File: config.mk
export PLATFORM = sky130hd
export DESIGN_NAME = modport_fifo
export DESIGN_NICKNAME = d
export VERILOG_FILES = /design/src/rtl/modport_fifo_pkg.sv /design/src/rtl/modport_fifo_mem.sv /design/src/rtl/modport_fifo.sv
export SDC_FILE = /design/constraint.sdc
export NUM_CORES = 1
export LEC_CHECK = 0
export BUFFER_PORTS_ARGS = -buffer_cell sky130_fd_sc_hd__buf_2
export CAP_MARGIN = 20
export CORE_UTILIZATION = 50
export CTS_CLUSTER_SIZE = 10
export DETAILED_ROUTE_END_ITERATION = 10
export PLACE_DENSITY = 0.72
export RECOVER_POWER = 100
export SYNTH_ARGS = -nofsm -noshare
export SYNTH_HDL_FRONTEND = slang
export SYNTH_SLANG_ARGS = --single-unit
export TNS_END_PERCENT = 1
File: constraint.sdc
create_clock -name clk -period 3.9 [get_ports clk]
set_clock_uncertainty 0.1 [all_clocks]
set_input_delay 0.39 -clock clk [delete_from_list [all_inputs] [get_ports clk]]
set_output_delay 0.39 -clock clk [all_outputs]
set_load 0.02 [all_outputs]
File: src/rtl/modport_fifo_pkg.sv
// Shared constants and helpers for the single-clock FIFO.
package modport_fifo_pkg;

    // Default geometry used when the integrator does not override it.
    localparam int DATA_WIDTH_DEF = 8;
    localparam int DEPTH_DEF      = 16;

    // Width of a pointer that addresses 'depth' entries; never below 1 bit.
    function automatic int ptr_width(input int depth);
        if (depth <= 2) begin
            return 1;
        end
        return $clog2(depth);
    endfunction

endpackage : modport_fifo_pkg

File: src/rtl/modport_fifo_mem.sv
// Simple dual-port register array: one write port, one registered read port.
// The read register holds its value whenever no read is requested, and is
// the only state here that is cleared by reset; the array itself is not.
module modport_fifo_mem
    import modport_fifo_pkg::*;
#(
    parameter int DATA_WIDTH = DATA_WIDTH_DEF,
    parameter int DEPTH      = DEPTH_DEF,
    parameter int AW         = ptr_width(DEPTH_DEF)
) (
    input  logic                  clk,
    input  logic                  rst_n,
    input  logic                  we_i,
    input  logic [AW-1:0]         waddr_i,
    input  logic [DATA_WIDTH-1:0] wdata_i,
    input  logic                  re_i,
    input  logic [AW-1:0]         raddr_i,
    output logic [DATA_WIDTH-1:0] rdata_o
);

    logic [DATA_WIDTH-1:0] mem_q [DEPTH];
    logic [DATA_WIDTH-1:0] rdata_q;

    // Storage write; a same-edge read of the same address sees the old word.
    always_ff @(posedge clk) begin
        if (we_i) begin
            mem_q[waddr_i] <= wdata_i;
        end
    end

    // Registered read port, cleared by reset, holding when idle.
    always_ff @(posedge clk or negedge rst_n) begin
        if (!rst_n) begin
            rdata_q <= '0;
        end else if (re_i) begin
            rdata_q <= mem_q[raddr_i];
        end
    end

    assign rdata_o = rdata_q;

endmodule : modport_fifo_mem

File: src/rtl/modport_fifo.sv
// Single-clock synchronous FIFO with registered read data and four
// occupancy flags decoded from a registered entry count.
//
// Handshake: wr_en and rd_en are requests sampled on each rising edge.
// A write is accepted when the FIFO is not full, or when it is full and a
// read is requested on the same edge (the read frees the slot). A read is
// accepted only when the FIFO holds data; its word appears on dout after
// that edge and stays there until the next accepted read. Rejected
// requests have no effect and are not reported.
//
// DEPTH must be a power of two and at least 4 so that the pointers wrap
// naturally at DEPTH.
module modport_fifo
    import modport_fifo_pkg::*;
#(
    parameter int DATA_WIDTH       = DATA_WIDTH_DEF,
    parameter int DEPTH            = DEPTH_DEF,
    parameter int ALMOST_FULL_LVL  = DEPTH - 2,
    parameter int ALMOST_EMPTY_LVL = 2
) (
    input  logic                  clk,
    input  logic                  rst_n,
    input  logic                  wr_en,
    input  logic                  rd_en,
    input  logic [DATA_WIDTH-1:0] din,
    output logic [DATA_WIDTH-1:0] dout,
    output logic                  full,
    output logic                  empty,
    output logic                  almost_full,
    output logic                  almost_empty
);

    localparam int AW = ptr_width(DEPTH);
    localparam int CW = AW + 1;

    localparam logic [AW-1:0] PTR_ONE   = AW'(1);
    localparam logic [CW-1:0] CNT_ONE   = CW'(1);
    localparam logic [CW-1:0] CNT_DEPTH = CW'(DEPTH);
    localparam logic [CW-1:0] AF_LVL    = CW'(ALMOST_FULL_LVL);
    localparam logic [CW-1:0] AE_LVL    = CW'(ALMOST_EMPTY_LVL);

    logic [AW-1:0] wr_ptr_q, wr_ptr_d;
    logic [AW-1:0] rd_ptr_q, rd_ptr_d;
    logic [CW-1:0] count_q, count_d;
    logic          wr_ok;
    logic          rd_ok;

    // Flags are a pure decode of the registered count.
    assign full         = (count_q == CNT_DEPTH);
    assign empty        = (count_q == '0);
    assign almost_full  = (count_q >= AF_LVL);
    assign almost_empty = (count_q <= AE_LVL);

    // A read on the same edge makes room for a write into a full FIFO.
    assign wr_ok = wr_en && (!full || rd_en);
    assign rd_ok = rd_en && !empty;

    // Next-state for pointers and count.
    always_comb begin
        wr_ptr_d = wr_ptr_q;
        rd_ptr_d = rd_ptr_q;
        count_d  = count_q;
        if (wr_ok) begin
            wr_ptr_d = wr_ptr_q + PTR_ONE;
        end
        if (rd_ok) begin
            rd_ptr_d = rd_ptr_q + PTR_ONE;
        end
        unique case ({wr_ok, rd_ok})
            2'b10:   count_d = count_q + CNT_ONE;
            2'b01:   count_d = count_q - CNT_ONE;
            default: count_d = count_q;
        endcase
    end

    // Pointer and count registers; reset empties the FIFO at once.
    always_ff @(posedge clk or negedge rst_n) begin
        if (!rst_n) begin
            wr_ptr_q <= '0;
            rd_ptr_q <= '0;
            count_q  <= '0;
        end else begin
            wr_ptr_q <= wr_ptr_d;
            rd_ptr_q <= rd_ptr_d;
            count_q  <= count_d;
        end
    end

    modport_fifo_mem #(
        .DATA_WIDTH (DATA_WIDTH),
        .DEPTH      (DEPTH),
        .AW         (AW)
    ) u_mem (
        .clk     (clk),
        .rst_n   (rst_n),
        .we_i    (wr_ok),
        .waddr_i (wr_ptr_q),
        .wdata_i (din),
        .re_i    (rd_ok),
        .raddr_i (rd_ptr_q),
        .rdata_o (dout)
    );

endmodule : modport_fifo

==> results_dict.tcl <==
set metrics [dict create \
    outcome "finished with violations" \
    failed_checks "DRC" \
    drt_iter0_drc 233 \
    synthSimpleGateAreaFrac_pct 4.701 \
    synth_fa_ha_area_share_pct 2.225 \
    row_count 39 \
    ys_ff_latch 149 \
    finalCritPeriodShare_pct 86.52 \
    synth-edff-count 128 \
    endpoint_kind "flip-flop" \
    netlist-cell-type-count 35 \
    io_buffer_count 23 \
    hold_viol_final 0 \
    setup_viol 0 \
    ioPinCount 24 \
    critPathBufInv 1 \
    path_depth 11 \
    placed_cells 469 \
    syn_area_um2 5962 \
    start_util_pct 51.77 \
    numCtsBuffers 17 \
    syn_to_final_growth_pct 13.56 \
    start_kind "flip-flop" \
    clk-insertion-delay-late_ns 0.42 \
    path_clk_slew_ns 0.06 \
    yosysTopAreaCellShare_pct 64.47 \
    drive_gt1_share_pct 18.66 \
    yosys-top-cells-count "edfxtp_1, mux4_2, nand2_1" \
    synth_top_family_by_area "multiplexers" \
    critPathLaunch "count_q[4]" \
    hpwl_mm 6.577 \
    setup.worst_path.end "count_q[4]" \
    synth_compound_gate_area_share_pct 2.602 \
    antenna_left 0 \
    layout.cells.non_filler 502 \
    drcViolationCount 2 \
    yosysWarningCount 0 \
    core_um2 11520 \
    max_slew_margin_pct 21.49 \
    viasPerCell 5.701 \
    worstPathCellList "or3_1 -> or3_1 -> nand2_1 -> inv_1 -> ha_1 -> ha_1 -> nor2b_1 -> o21ai_0 -> a21oi_1 -> or3b_2 -> xnor2_1" \
    gp_congestion 0.7198 \
    overflow 0 \
    synth-xor-area-share_pct 1.469 \
    crit_type "reg -> reg" \
    slew_viol_final 0 \
    async_reset_ff_share_pct 14.09 \
    ys_seq_area_share_pct 73.28 \
    timing.rr.end "count_q[4]" \
    dieArea_um2 12360 \
    reg2reg_slack_ns 0.53 \
    cp_top_family "simple AND/OR/NAND/NOR gates" \
    cts_tree "yes" \
    grt_start_max_net_pins 29 \
    grt_pass1_vias 2885 \
    root_buffer "clkbuf_16" \
    drv_cap 0 \
    grt_antenna_before_repair 0 \
    synth_ff_type "edfxtp_1" \
    cp_max_fo 5 \
    rsz0062_at_grt "no" \
    vias 2862 \
    h-tree-depth 4 \
    grt_pass1_wl_mm 16.55 \
    irDropWorstVdd_uv 282.7 \
    fin_nets 368 \
    power_density_nw_per_um2 750.9 \
    holdCritPathClass "in -> reg" \
    cpMaxStageDelayCell "or3b_2" \
    clockBufferDepth 2 \
    rr_startpoint "count_q[4]" \
    yosys.area.top_type "edfxtp_1" \
    synth_cells 312 \
    cp.arrival_ns 3.57 \
    wire_per_inst_um 21.02 \
    wirelength_mm 10.55 \
    synth_nets 334 \
    max_freq_mhz 296.3 \
    required_ns 4.09 \
    setup_tns_ns 0 \
    synth.avg_cell_area_um2 19.11 \
    cts_sinks 149 \
    yosysMostFrequentCell "edfxtp_1" \
    leakagePower_nw 2.296 \
    yosys-top-cells-area "edfxtp_1, mux4_2, dfrtp_1" \
    antenna_cells 0 \
    critPathMaxStageDelay_ns 0.47 \
    rr_worst_depth 11 \
    muxShareOfSynthArea_pct 14.00 \
    die_y_um 111.2 \
    track_usage_pct 19.03 \
    tightest_slew_ns 1.178 \
    dr.pass1.iters 8 \
    period_needed_ns 3.374 \
    dieWidth_um 111.2 \
]
==> tightest hold or removal path, stage by stage <==
cell and delay [ns]:
buf_2 0.11, nand2_1 0.07, inv_1 0.09, nand2_1 0.08, nand2_1 0.04
==> layer usage <==
metal	routed length, µm	track usage (%)	vias up	share of wire [%]
li1	-	-	1301	-
met1	4707	26.23	1457	45
met2	5015	28.42	88	48
met3	629	5.085	16	6.0
met4	201	9.009	0	1.9
met5	0	0	-	0
==> metrics by stage <==
step	hold slack, ns	util, %	cell area [µm²]	worst slack, ns	power [mW]
4_1_cts	0.2374	59.07	6803	0.5798	5.147
5_1_grt	0.3501	58.79	6770	0.3124	5.339
6_report	0.3099	58.79	6770	0.5256	5.084
3_3_place_gp	0.2729	54.02	6221	0.8179	3.546
3_5_place_dp	0.2848	54.02	6221	0.5877	3.570
2_1_floorplan	-0.005591	-	5962	0.8218	3.198
==> power by group <==
part           switching, mW  internal, mW  leakage, nW  total, mW
Clock                  0.594         0.989        0.274       1.58
Sequential             0.221          1.98         1.41       2.21
Combinational          0.676         0.619        0.616       1.29
Total                   1.49          3.59         2.30       5.08
==> flip-flops by register name (all words and copies together), names as in the netlist <==
register / flops
u_mem.mem_q: 128
u_mem.rdata_o: 8
count_q: 5
wr_ptr_q: 4
rd_ptr_q: 4
==> layout by cell type, fill, tap and decap left out, types with 2 or more instances in the layout <==
| cell | netlist | routed |
|---|---|---|
| dfrtp_1 | 21 | 21 |
| mux2i_1 | 8 | 8 |
| a21oi_1 | 3 | 3 |
| buf_4 | 2 | 2 |
| edfxtp_1 | 128 | 128 |
| xnor2_1 | 8 | 8 |
| nor3b_1 | 2 | 2 |
| nand4_1 | 2 | 2 |
| nand2_1 | 24 | 24 |
| ha_1 | 9 | 9 |
| clkinv_1 | 0 | 5 |
| bufinv_16 | 0 | 3 |
| mux4_2 | 33 | 33 |
| inv_1 | 9 | 10 |
| clkinv_2 | 0 | 3 |
| or3_1 | 2 | 2 |
| clkbuf_16 | 0 | 17 |
| o21ai_0 | 6 | 11 |
| o221ai_1 | 7 | 7 |
| and2_0 | 0 | 16 |
| xor2_1 | 2 | 2 |
| buf_2 | 7 | 2 |
| clkbuf_1 | 3 | 24 |
| clkinvlp_4 | 0 | 2 |
==> layout make-up <==
| cell class | instances | area [µm²] |
|---|---|---|
| Sequential cell | 149 | 4369 |
| Multi-Input combinational cell | 140 | 1490 |
| Timing Repair Buffer | 28 | 122.6 |
| Clock buffer | 19 | 432.9 |
| Fill cell | 847 | 4746 |
| Clock inverter | 13 | 138.9 |
| Inverter | 10 | 37.54 |
| Tap cell | 143 | 178.9 |
==> worst min path at each step <==
stage | end | cells after the start | start
2_1_floorplan | count_q[0] | 0 | rst_n
3_5_place_dp | count_q[0] | 1 | rst_n
3_3_place_gp | count_q[0] | 1 | rst_n
4_1_cts | u_mem.mem_q[15][5] | 1 | din[5]
5_1_grt | wr_ptr_q[0] | 3 | wr_en
6_report | rd_ptr_q[1] | 5 | rd_en
==> what timing repair did <==
item / in CTS / in global routing
buffers inserted: 0 / 0
resized for setup: 0 / 0
hold endpoints to repair: 21 / 0
hold buffers: 1 / 0
==> logic make-up (layout without fill, tap and decap cells) <==
kind of cell / after synthesis / count (layout)
mux: 42 / 42
buf+inv: 23 / 70
flops: 149 / 149
simple gates: 54 / 54
compound gates: 24 / 24
fa+ha+maj: 10 / 10
xor+xnor: 10 / 10
No activity file was read; power rests on OpenSTA's default activity.
